## src/rtl/sd_stream_pkg.sv

```systemverilog
// Shared definitions for the SD audio streaming scheduler.
//   state_e         : sequencer states
//   BLOCK_BYTES     : bytes per SD block read
//   WORDS_PER_BLOCK : 16-bit PCM words produced per block
package sd_stream_pkg;

  typedef enum logic [2:0] {
    IDLE,
    WAIT_SPACE,
    ISSUE,
    RECV,
    NEXT,
    DONE
  } state_e;

  localparam int unsigned BLOCK_BYTES     = 512;
  localparam int unsigned WORDS_PER_BLOCK = 256;

endpackage

```

## src/rtl/sd_stream_sched_sample_pacer.sv

```systemverilog
// Sample-rate pacer: a counter cycling 0..SAMPLE_DIV-1 while 'run' is high.
// On each wrap it either reads one FIFO word (fifo_rd_en for one cycle, then
// pcm_valid the cycle after, matching the FIFO's 1-cycle read latency) or,
// if the FIFO is empty, bumps a saturating underrun counter.
//   clk, rst_n      : clock, asynchronous active-low reset
//   run             : counter advances while high
//   fifo_empty      : FIFO empty flag
//   fifo_rd_en      : FIFO read strobe
//   pcm_valid       : FIFO dout holds a fresh sample
//   underrun_count  : saturating count of ticks that found the FIFO empty
module sample_pacer #(
  parameter int unsigned SAMPLE_DIV = 567
) (
  input  logic        clk,
  input  logic        rst_n,
  input  logic        run,
  input  logic        fifo_empty,
  output logic        fifo_rd_en,
  output logic        pcm_valid,
  output logic [15:0] underrun_count
);

  localparam int unsigned CW = (SAMPLE_DIV > 1) ? $clog2(SAMPLE_DIV) : 1;

  logic [CW-1:0] cnt_q, cnt_d;
  logic          rd_q, rd_d;
  logic          valid_q, valid_d;
  logic [15:0]   und_q, und_d;
  logic          tick;

  always_comb begin
    cnt_d   = cnt_q;
    tick    = 1'b0;
    rd_d    = 1'b0;
    valid_d = rd_q;
    und_d   = und_q;
    if (run) begin
      if (cnt_q == CW'(SAMPLE_DIV - 1)) begin
        cnt_d = '0;
        tick  = 1'b1;
      end else begin
        cnt_d = cnt_q + 1'b1;
      end
    end
    if (tick) begin
      if (!fifo_empty) begin
        rd_d = 1'b1;
      end else if (und_q != '1) begin
        und_d = und_q + 1'b1;
      end
    end
  end

  always_ff @(posedge clk or negedge rst_n) begin
    if (!rst_n) begin
      cnt_q   <= '0;
      rd_q    <= 1'b0;
      valid_q <= 1'b0;
      und_q   <= '0;
    end else begin
      cnt_q   <= cnt_d;
      rd_q    <= rd_d;
      valid_q <= valid_d;
      und_q   <= und_d;
    end
  end

  assign fifo_rd_en     = rd_q;
  assign pcm_valid      = valid_q;
  assign underrun_count = und_q;

endmodule

```

## src/rtl/sd_stream_sched.sv

```systemverilog
// SD audio streaming scheduler: issues 512-byte block reads to sd_controller,
// packs returned bytes little-endian into 16-bit PCM words for the audio FIFO,
// and paces FIFO reads at the sample rate for PCMtoPWM.
// Optional feature macro: SD_STREAM_LOOP_EN (wrap to START_ADDR past END_ADDR
// instead of stopping in DONE; done is then tied low).
//   clk, rst_n                  : 25 MHz clock, asynchronous active-low reset
//   enable                      : 1 = stream, 0 = stop after current block
//   sd_ready, sd_byte_available, sd_dout : sd_controller status / read data
//   sd_rd, sd_address           : block read command and byte address
//   fifo_full, fifo_empty, fifo_data_count : FIFO status
//   fifo_din, fifo_wr_en        : packed PCM word and write strobe
//   fifo_rd_en, pcm_valid       : paced FIFO read strobe / sample valid
//   busy, done, overflow, underrun_count : status
module sd_stream_sched
  import sd_stream_pkg::*;
#(
  parameter logic [31:0] START_ADDR = 32'h0000_0000,
  parameter logic [31:0] END_ADDR   = 32'h0010_0000,
  parameter int unsigned FIFO_DEPTH = 8192,
  parameter int unsigned FIFO_CNT_W = 14,
  parameter int unsigned SAMPLE_DIV = 567
) (
  input  logic                  clk,
  input  logic                  rst_n,
  input  logic                  enable,
  input  logic                  sd_ready,
  input  logic                  sd_byte_available,
  input  logic [7:0]            sd_dout,
  output logic                  sd_rd,
  output logic [31:0]           sd_address,
  input  logic                  fifo_full,
  input  logic                  fifo_empty,
  input  logic [FIFO_CNT_W-1:0] fifo_data_count,
  output logic [15:0]           fifo_din,
  output logic                  fifo_wr_en,
  output logic                  fifo_rd_en,
  output logic                  pcm_valid,
  output logic                  busy,
  output logic                  done,
  output logic                  overflow,
  output logic [15:0]           underrun_count
);

  state_e      state_q, state_d;
  logic        sd_rd_q, sd_rd_d;
  logic [31:0] addr_q, addr_d;
  logic [9:0]  byte_cnt_q, byte_cnt_d;
  logic [7:0]  low_q, low_d;
  logic        avail_q, avail_d;
  logic [15:0] din_q, din_d;
  logic        wr_q, wr_d;
  logic        ovf_q, ovf_d;

  logic        byte_stb;
  logic        space_ok;
  logic [32:0] next_addr;

  always_comb begin
    state_d    = state_q;
    sd_rd_d    = 1'b0;
    addr_d     = addr_q;
    byte_cnt_d = byte_cnt_q;
    low_d      = low_q;
    avail_d    = sd_byte_available;
    din_d      = din_q;
    wr_d       = 1'b0;
    ovf_d      = ovf_q;

    // The byte strobe is a level that may span several cycles; capture on its rising edge only.
    byte_stb  = sd_byte_available & ~avail_q;
    // 33-bit sum so an address near 2^32 cannot wrap and pass the END_ADDR test.
    next_addr = {1'b0, addr_q} + 33'(BLOCK_BYTES);
    space_ok  = 32'(fifo_data_count) <= 32'(FIFO_DEPTH - WORDS_PER_BLOCK);

    unique case (state_q)
      IDLE: begin
        if (enable) state_d = WAIT_SPACE;
      end
      WAIT_SPACE: begin
        if (!enable) begin
          state_d = IDLE;
        end else if (sd_ready && space_ok) begin
          state_d = ISSUE;
          sd_rd_d = 1'b1;
        end
      end
      ISSUE: begin
        byte_cnt_d = '0;
        if (sd_ready) sd_rd_d = 1'b1;
        else          state_d = RECV;
      end
      RECV: begin
        if (byte_stb && byte_cnt_q != 10'(BLOCK_BYTES)) begin
          byte_cnt_d = byte_cnt_q + 10'd1;
          if (!byte_cnt_q[0]) begin
            low_d = sd_dout;
          end else if (fifo_full) begin
            ovf_d = 1'b1;
          end else begin
            wr_d  = 1'b1;
            din_d = {sd_dout, low_q};
          end
        end
        if (byte_cnt_q == 10'(BLOCK_BYTES) && sd_ready) state_d = NEXT;
      end
      NEXT: begin
        byte_cnt_d = '0;
        if (next_addr <= {1'b0, END_ADDR}) begin
          addr_d  = next_addr[31:0];
          state_d = enable ? WAIT_SPACE : IDLE;
        end else begin
`ifdef SD_STREAM_LOOP_EN
          addr_d  = START_ADDR;
          state_d = enable ? WAIT_SPACE : IDLE;
`else
          state_d = DONE;
`endif
        end
      end
      DONE: begin
        if (!enable) begin
          state_d = IDLE;
          addr_d  = START_ADDR;
        end
      end
      default: state_d = IDLE;
    endcase
  end

  always_ff @(posedge clk or negedge rst_n) begin
    if (!rst_n) begin
      state_q    <= IDLE;
      sd_rd_q    <= 1'b0;
      addr_q     <= START_ADDR;
      byte_cnt_q <= '0;
      low_q      <= '0;
      avail_q    <= 1'b0;
      din_q      <= '0;
      wr_q       <= 1'b0;
      ovf_q      <= 1'b0;
    end else begin
      state_q    <= state_d;
      sd_rd_q    <= sd_rd_d;
      addr_q     <= addr_d;
      byte_cnt_q <= byte_cnt_d;
      low_q      <= low_d;
      avail_q    <= avail_d;
      din_q      <= din_d;
      wr_q       <= wr_d;
      ovf_q      <= ovf_d;
    end
  end

  sample_pacer #(
    .SAMPLE_DIV(SAMPLE_DIV)
  ) u_pacer (
    .clk           (clk),
    .rst_n         (rst_n),
    .run           ((state_q != IDLE) | ~fifo_empty),
    .fifo_empty    (fifo_empty),
    .fifo_rd_en    (fifo_rd_en),
    .pcm_valid     (pcm_valid),
    .underrun_count(underrun_count)
  );

  assign sd_rd      = sd_rd_q;
  assign sd_address = addr_q;
  assign fifo_din   = din_q;
  assign fifo_wr_en = wr_q;
  assign overflow   = ovf_q;
  assign busy       = (state_q != IDLE) && (state_q != DONE);
`ifdef SD_STREAM_LOOP_EN
  assign done       = 1'b0;
`else
  assign done       = (state_q == DONE);
`endif

endmodule

```

## config.mk

```make
export PLATFORM = sky130hd
export DESIGN_NAME = sd_stream_sched
export DESIGN_NICKNAME = d
export VERILOG_FILES = /design/src/rtl/sd_stream_pkg.sv /design/src/rtl/sd_stream_sched_sample_pacer.sv /design/src/rtl/sd_stream_sched.sv
export SDC_FILE = /design/constraint.sdc
export NUM_CORES = 1
export LEC_CHECK = 0
export CELL_PAD_IN_SITES_DETAIL_PLACEMENT = 1
export CELL_PAD_IN_SITES_GLOBAL_PLACEMENT = 1
export CORE_ASPECT_RATIO = 0.75
export CORE_UTILIZATION = 43
export CTS_CLUSTER_SIZE = 12
export DETAILED_ROUTE_END_ITERATION = 8
export PLACE_DENSITY = 0.88
export SETUP_SLACK_MARGIN = 0.05
export SYNTH_ARGS = -nofsm -noshare
export SYNTH_HDL_FRONTEND = slang
export SYNTH_HIERARCHICAL = 1
export SYNTH_SLANG_ARGS = --single-unit
```

## constraint.sdc

```tcl
create_clock -name clk -period 7.5 [get_ports clk]
set_input_delay 2.25 -clock clk [delete_from_list [all_inputs] [get_ports clk]]
set_output_delay 2.25 -clock clk [all_outputs]
set_load 0.01 [all_outputs]
```

==> results of run 1 <==
metal layers:
layer,track usage,vias to the layer above
met5,0,-
met4,0.0783,0
met3,0.0465,17
met2,0.431,81
met1,0.284,2059
li1,-,1872
power groups by stage:
stage | Clock, W | Combinational [W] | Sequential [W]
after global placement | 0 | 0.000311 | 0.000667
after floorplan | 0 | 0.000190 | 0.000652
final | 0.000446 | 0.000331 | 0.000672
after detailed placement | 0 | 0.000331 | 0.000680
after CTS | 0.000460 | 0.000336 | 0.000672
after global routing | 0.000476 | 0.000366 | 0.000686
sequential cells by signal (all words and copies together), names as in the netlist, 3 cells and up:
name,flops
fifo_din,16
u_pacer/underrun_count,16
low_q,8
state_q,3
sd_address,23
u_pacer/cnt_q,10
byte_cnt_q,10
through the flow:
stage                     utilization  setup WS (ns)  hold WS [ns]  cells
after global routing            0.558           3.08         0.401    700
after detailed placement        0.532           3.24         0.375    684
after global placement          0.532           3.41         0.372    684
after floorplan                     -           3.45         0.416    479
after CTS                       0.558           3.15         0.393    700
final                           0.558           3.18         0.385    700
placed cells by master (no fill, tap or decap), drive strengths merged, types with 11 or more instances in the layout:
cell type / instances
nand4: 20
dfrtp: 92
mux2: 28
clkdlybuf4s50: 89
xnor2: 15
and3: 17
nand2: 37
xor2: 15
inv: 16
nand3: 19
nor3: 14
nor4: 12
nor2: 33
and2: 18
a21oi: 11
o21ai: 20
cell type report:
cell class	count	area, µm²
repair buffers	93	921
flip-flops and latches	92	2300
multi-input cells	348	2420
fillers	1198	4870
well taps	140	175
clock inverters	7	66.3
clock buffers	9	225
inverters	11	41.3
worst paths after layout:
kind	startpoint	end	slack [ns]	cells after the start
max	state_q[0]	busy	3.18	3
min	u_pacer/fifo_rd_en	u_pacer/pcm_valid	0.39	0
max reg2reg	sd_address[9]	sd_address[18]	3.84	9
min reg2reg	u_pacer/fifo_rd_en	u_pacer/pcm_valid	0.39	0
max in group asynchronous	rst_n	fifo_din[13]	4.54	2
min in group asynchronous	rst_n	sd_address[10]	1.81	1
cell families (layout without fill, tap and decap cells):
| family | count (synthesis) | in the layout | share of synthesized area |
|---|---|---|---|
| compound gates | 68 | 68 | 0.0932 |
| xor+xnor | 30 | 30 | 0.0536 |
| buf+inv | 39 | 120 | 0.0427 |
| flops | 92 | 92 | 0.470 |
| mux | 31 | 31 | 0.0713 |
| other cells | 1 | 9 | 0.000766 |
| simple gates | 204 | 204 | 0.253 |
| fa+ha+maj | 6 | 6 | 0.0153 |
==> metrics.yaml, run 1 <==
post_cts_resized: 0
grt_pass1_wl_mm: 22.2
timing.fmax_ghz: 0.231
synth_most_common_cell: "dfrtp_1"
placement.io_buffers: 90
grt_overflow: 0
max_cap_violations: 0
setup_tns_ns: 0
routed_wl_mm: 13.0
hp-class: "flop to flop"
path_buf_inv: 1
synth_edf_count: 0
path_clk_slew_ns: 0.07
cts_tree: "built"
fp.coreArea_um2: 11000
vias: 4029
io_pins: 100
swShare: 0.315
dp_hpwl_mm: 9.50
via_per_inst: 5.76
synth_cells: 471
required_ns: 5.25
path_cells: "or2_2 -> a21o_1 -> clkdlybuf4s50_1"
clk_latency_ns: 0.35
met3_wirelength_um: 446
ir_drop_mv: 0.175
total_power_w: 0.00145
path_class: "flop to output pin"
critPathTopFamily: "flip-flops"
cts_sinks: 92
synthArstFlopShare: 1.00
synthDistinctLibCells: 67
dr.pass1.iters: 8
design.die.area_um2: 11800
final_max_slew_viol_count: 0
powerDensity_nw_per_um2: 235
gp_congestion: 0.831
cts_buffers: 9
fin_area_um2: 6150
synthTopCellsByArea: "dfrtp_1, mux2_2, nand2_1"
antenna_found_initial: 0
power_frac_clock: 0.308
cp.arrival_ns: 2.07
drtIter0Drc: 253
clockBufferDepth: 2
slowest_delay_ns: 0.61
antenna_left: 0
ctsHoldBuffers: 0
leakagePower_nw: 2.66
nets: 590
root_buffer: "clkbuf_16"
wl_met2_mm: 6.70
synthFlopType: "dfrtp_1"
drive_above_1_share: 0.129
htree_levels: 3
ys_seq_area_frac: 0.470
track_usage: 0.237
status: "finished with violations"
met1_length_mm: 5.69
grt_max_degree: 66
setup-violations-final: 0
drt_drc_violations_left: 5
first_global_vias: 4415
rsz0062_at_grt: "false"
internal_power_w: 0.000993
finalCriticalPeriod_ns: 4.32
wl_per_cell_um: 18.6
yosys_warnings: 6
place_area_um2: 5860
syn_area_per_cell_um2: 10.4
netlist_area_um2: 4900
end_kind: "output pin"
relSlewSlack: 0.447
synth_top_area_cell: "dfrtp_1"
cts_setup_buffers: 0
cp_slowest_cell: "dfrtp_1"
min_period_over_period: 0.576
power_frac_comb: 0.228
failed_checks: "DRC"
syn2layout_area_growth_pct: 25.6
final_hold_viol_count: 0
power.switching_w: 0.000457
clock_skew_ns: 0.00440
routed.top_layer: "met4"
start_util: 0.444
startpoint_type: "flop"
synth-seq-cells: 92
synth_commonest_cells: "dfrtp_1, nand2_1, nor2_1, mux2_2, o21ai_0"
n_antenna_cell: 0
worst_pin_slew_ns: 0.829
die_w_um: 125
die_h_um: 94.4
cp_max_fo: 21
pwr-share-seq: 0.464
rows: 33
yosys.area.top_type_share: 0.470
(Power assumes the default switching activity.)
==> run 2: changes to the inputs <==
--- a/config.mk
+++ b/config.mk
@@ -8,10 +8,10 @@
 export CELL_PAD_IN_SITES_DETAIL_PLACEMENT = 1
 export CELL_PAD_IN_SITES_GLOBAL_PLACEMENT = 1
 export CORE_ASPECT_RATIO = 0.75
-export CORE_UTILIZATION = 43
+export CORE_UTILIZATION = 40
 export CTS_CLUSTER_SIZE = 12
 export DETAILED_ROUTE_END_ITERATION = 8
-export PLACE_DENSITY = 0.88
+export PLACE_DENSITY = 0.83
 export SETUP_SLACK_MARGIN = 0.05
 export SYNTH_ARGS = -nofsm -noshare
 export SYNTH_HDL_FRONTEND = slang
==> constraint.sdc (replaced) <==
create_clock -name clk -period 4 [get_ports clk]
set_input_delay 1.2 -clock clk [delete_from_list [all_inputs] [get_ports clk]]
set_output_delay 1.2 -clock clk [all_outputs]
set_load 0.01 [all_outputs]
==> run 2 against run 1 <==
Against the previous run: the run now ends clean; first-iteration DRC count decreased by 27%; clock power increased by 110%; critical path type is now flop to flop; critical path depth increased by 6; largest cell class unchanged.
==> metrics.yaml, run 2 (synthesis results as in run 1) <==
path_clk_slew_ns: 0.07
die_h_um: 97.8
root_buffer: "clkbuf_16"
start_util: 0.417
startpoint_type: "flop"
reg2reg_to: "sd_address[18]"
cts_sinks: 92
end_kind: "flop"
finalCriticalPeriod_ns: 3.54
hp-class: "flop to flop"
htree_levels: 3
gp_congestion: 0.898
fp.coreArea_um2: 11700
fillers: 1290
largest_reg_flops: 23
drtIter0Drc: 184
clock_skew_ns: 0.00860
routed_wl_mm: 13.7
internal_power_w: 0.00198
whs_endpoint: "u_pacer/pcm_valid"
grt_max_degree: 60
cts_setup_buffers: 0
timing.fmax_ghz: 0.282
track_usage: 0.232
post_cts_resized: 0
required_ns: 4.23
reg2reg_from: "sd_address[10]"
cp_slowest_cell: "nor4b_2"
cts_tree: "built"
final_max_slew_viol_count: 0
rows: 34
min_path_cells: 0
clk_latency_ns: 0.34
dp_hpwl_mm: 9.82
io_pins: 100
crit_path_frequent_cell: "a221o_1"
antenna_left: 0
reg2reg_slack_ns: 0.46
power.switching_w: 0.000838
status: "finished clean"
slowest_delay_ns: 0.47
n_antenna_cell: 0
critPathTopFamily: "simple AND/OR/NAND/NOR gates"
hp-start: "u_pacer/fifo_rd_en"
relSlewSlack: 0.399
drt_drc_violations_left: 0
rsz0062_at_grt: "false"
cp_max_fo: 16
wl_per_cell_um: 18.9
powerDensity_nw_per_um2: 453
design.die.area_um2: 12700
final_cell_mix: "dfrtp_1, clkdlybuf4s50_1, nand2_1"
placement.io_buffers: 90
path_class: "flop to flop"
nets: 592
swShare: 0.297
vias: 4022
holdWs_ns: 0.407
setup-violations-final: 0
path_buf_inv: 0
grt_pass1_wl_mm: 22.9
final_common_cell: "dfrtp_1"
via_per_inst: 5.56
worstRegToRegCells: 9
power_frac_comb: 0.235
ir_drop_mv: 0.292
setup_tns_ns: 0
grt_overflow: 0
leakagePower_nw: 2.69
die_w_um: 130
min_period_over_period: 0.885
syn2layout_area_growth_pct: 27.2
first_global_vias: 4251
max_cap_violations: 0
clockBufferDepth: 2
cp.arrival_ns: 3.77
worst_pin_slew_ns: 0.901
path_cells: "ha_1 -> and4_1 -> nor4b_2 -> nand4_1 -> a221o_1 -> nor4b_4 -> and3_1 -> nor2_4 -> a221o_1"
ctsHoldBuffers: 0
antenna_found_initial: 0
cts_buffers: 9
power_frac_clock: 0.327
dr.pass1.iters: 5
final_hold_viol_count: 0
drive_above_1_share: 0.132
pwr-share-seq: 0.437
[run 2: cell count changes in the layout (fill, tap and decap cells not counted)]
| cell | delta |
|---|---|
| bufinv_16 | +2 |
| clkinv_4 | +2 |
| inv_6 | -1 |
| clkinv_2 | +1 |
| inv_8 | -3 |
| buf_4 | +2 |
| clkinvlp_4 | -1 |
[run 2: worst register-to-register path: stages (launching register included)]
cell and delay [ns]:
dfrtp_1 0.45, ha_1 0.26, and4_1 0.40, nor4b_2 0.47, nand4_1 0.14, a221o_1 0.35
nor4b_4 0.42, and3_1 0.42, nor2_4 0.14, a221o_1 0.37
[run 2: layer usage]
layer | global-route usage | up-vias | wire length [µm]
met5 | 0 | - | 0
met4 | 0.0581 | 0 | 170
met3 | 0.0460 | 16 | 495
met2 | 0.379 | 75 | 6760
met1 | 0.313 | 2064 | 6270
li1 | - | 1867 | -
[run 2: through the flow]
step,total power (W),util,setup WS (ns),cell area (µm²),std cells
after floorplan,0.00158,-,0.996,4930,479
after global placement,0.00185,0.503,0.723,5910,708
after detailed placement,0.00190,0.503,0.492,5910,708
after CTS,0.00285,0.531,0.447,6230,724
after global routing,0.00296,0.531,0.179,6230,724
final,0.00282,0.531,0.460,6230,724
[run 2: worst max path at each step]
stage	end	from	slack (ns)	cells after the start
2_1_floorplan	fifo_din[10]	sd_byte_available	1.0	4
3_3_place_gp	sd_address[18]	sd_address[10]	0.72	9
3_5_place_dp	sd_address[18]	sd_address[10]	0.49	9
4_1_cts	sd_address[18]	sd_address[10]	0.45	9
5_1_grt	sd_address[18]	sd_address[10]	0.18	9
6_report	sd_address[18]	sd_address[10]	0.46	9
[run 2: final cells by class]
| cell class | instances | area [µm²] | share of cell area |
|---|---|---|---|
| Inverter | 11 | 41.3 | 0.00663 |
| Clock inverter | 7 | 98.8 | 0.0159 |
| Tap cell | 162 | 203 | 0.0325 |
| Clock buffer | 9 | 225 | 0.0362 |
| Timing Repair Buffer | 95 | 936 | 0.150 |
| Sequential cell | 92 | 2300 | 0.370 |
| Multi-Input combinational cell | 348 | 2420 | 0.389 |
[run 2: power groups by stage]
stage               Clock [W]  Combinational (W)  Sequential [W]
global placement            0           0.000623         0.00122
finish               0.000923           0.000663         0.00123
detailed placement          0           0.000655         0.00124
floorplan                   0           0.000356         0.00122
global route         0.000980           0.000725         0.00125
CTS                  0.000943           0.000671         0.00123
==> patch (config.mk and constraints of run 2) <==
Reset style: synchronous (`rst_n`), changed in 2 clocked blocks. Comments in the files are not updated.
--- a/src/rtl/sd_stream_sched_sample_pacer.sv
+++ b/src/rtl/sd_stream_sched_sample_pacer.sv
@@ -51,7 +51,7 @@
     end
   end
 
-  always_ff @(posedge clk or negedge rst_n) begin
+  always_ff @(posedge clk) begin
     if (!rst_n) begin
       cnt_q   <= '0;
       rd_q    <= 1'b0;
--- a/src/rtl/sd_stream_sched.sv
+++ b/src/rtl/sd_stream_sched.sv
@@ -127,7 +127,7 @@
     endcase
   end
 
-  always_ff @(posedge clk or negedge rst_n) begin
+  always_ff @(posedge clk) begin
     if (!rst_n) begin
       state_q    <= IDLE;
       sd_rd_q    <= 1'b0;
Behaviour: differs if rst_n is asserted again (counterexample within 4 cycles, from zero or initial values and one cycle with rst_n low); with rst_n held inactive, the same outputs for 10 cycles.
==> patch against run 2 <==
The flow now finishes with violations (DRC). Hold slack better by 51 ps. Utilization grew 0.068 points. Worst setup slack improved by 74 ps. Critical endpoint is now sd_address[12]. Sequential cell count unchanged. Area after synthesis down 6.8%. Largest cell class unchanged. First-iteration DRC count grew 54%. Non-clock buffer count increased by 3. Routed wire length is 2.4% lower. Critical path depth grew 1. Cell area shrank 6.0%.
Power is not compared: it rests on default switching activity, and its combinational part moved more than twofold at a synthesized area within 25%.
==> patch: results <==
[run_status]
outcome = "complete, but fails checks"
failing_checks = "DRC"

[global_route]
grt_pass1_vias = 4363
grt_max_degree = 34
groute.layer.met1.usage_pct = 30.38
met2_track_demand_over_resource_in_global_routing_pct = 37.94
grt_pass1_wl_um = 21970

[place]
dp_hpwl_um = 9785
detailed_place.area_um2 = 5577
finalWeightedCongestion = 0.8131

[detailed_routing]
post_drt_via_cell_ratio = 5.627
met1_routed_length_um = 6190
detailroute.wirelength.met2_um = 6110
finalWirelength_um = 13370
route.detailed.drc = 8
detailroute.wirelength.met3_um = 908
drt_iter0_drc = 284

[cells_and_area]
post_layout_net_count = 671
comb.multi_input.count = 425
buffer_area_share_pct = 16.41
multi_input_area_share_pct = 43.73
fraction_of_final_layout_cells_sized_beyond_drive_strength_1_pct = 5.616
seq-cell-share_pct = 31.45
non_clock_inverter_count = 10
clock_buffer_count = 11

[sta]
slew-limit-headroom_pct = 49.30
clock-skew-final_ps = 6.125

[logic_synthesis]
yosys-top-cells-area = "sky130_fd_sc_hd__dfxtp_1 (40%), sky130_fd_sc_hd__nand2_1 (5.7%), sky130_fd_sc_hd__nor2_1 (4.8%)"
yosys.area_share.xor_xnor_pct = 5.182
portion_of_the_post_synthesis_area_used_by_sequential_elements_pct = 40.36
synth_area_in_compound_gates_pct = 14.29
yosys.cell_types.count = 61
async_flop_share_pct = 0

[worst_setup_path]
worstPathMaxFanout = 15
worst_ep_arrival_time_ps = 3680

[floorplanning]
num_tap_cells = 140
-- patch: changes by cell type in the layout (fill, tap and decap cells not counted), moves of 18 or more --
cell / delta
sky130_fd_sc_hd__nand2_1: +32
sky130_fd_sc_hd__nor2_1: +27
sky130_fd_sc_hd__mux2_2: -27
sky130_fd_sc_hd__dfrtp_1: -92
sky130_fd_sc_hd__a21oi_1: +18
sky130_fd_sc_hd__dfxtp_1: +92
-- patch: power by group --
part           internal (uW)  switching, uW
clock                    440            363
combinational           68.7           99.2
sequential               927           13.8
total                   1430            476
-- patch: final timing paths --
path / startpoint / end / slack (ps) / depth (start not counted)
max: sd_address[10] / sd_address[12] / 530 / 10
min: low_q[1] / fifo_din[1] / 460 / 2
max reg2reg: sd_address[10] / sd_address[12] / 530 / 10
min reg2reg: low_q[1] / fifo_din[1] / 460 / 2
-- patch: worst max-delay path, cell delays in order (launching register included) --
cell and delay, ps:
sky130_fd_sc_hd__dfxtp_1 530, sky130_fd_sc_hd__ha_1 360, sky130_fd_sc_hd__nand3_1 170, sky130_fd_sc_hd__buf_4 210, sky130_fd_sc_hd__nor4_1 510, sky130_fd_sc_hd__o211ai_1 190
sky130_fd_sc_hd__a211oi_1 400, sky130_fd_sc_hd__o2111a_1 310, sky130_fd_sc_hd__a31oi_2 320, sky130_fd_sc_hd__o21ai_0 260, sky130_fd_sc_hd__o31ai_1 90
-- patch: kinds of logic after synthesis --
kind of cell,after synthesis
adders and majority gates,6
other,1
buffers and inverters,39
AOI/OAI and AO/OA,100
xor gates and xnor gates,27
DFF,92
and+or+nand+nor,272
muxes,11
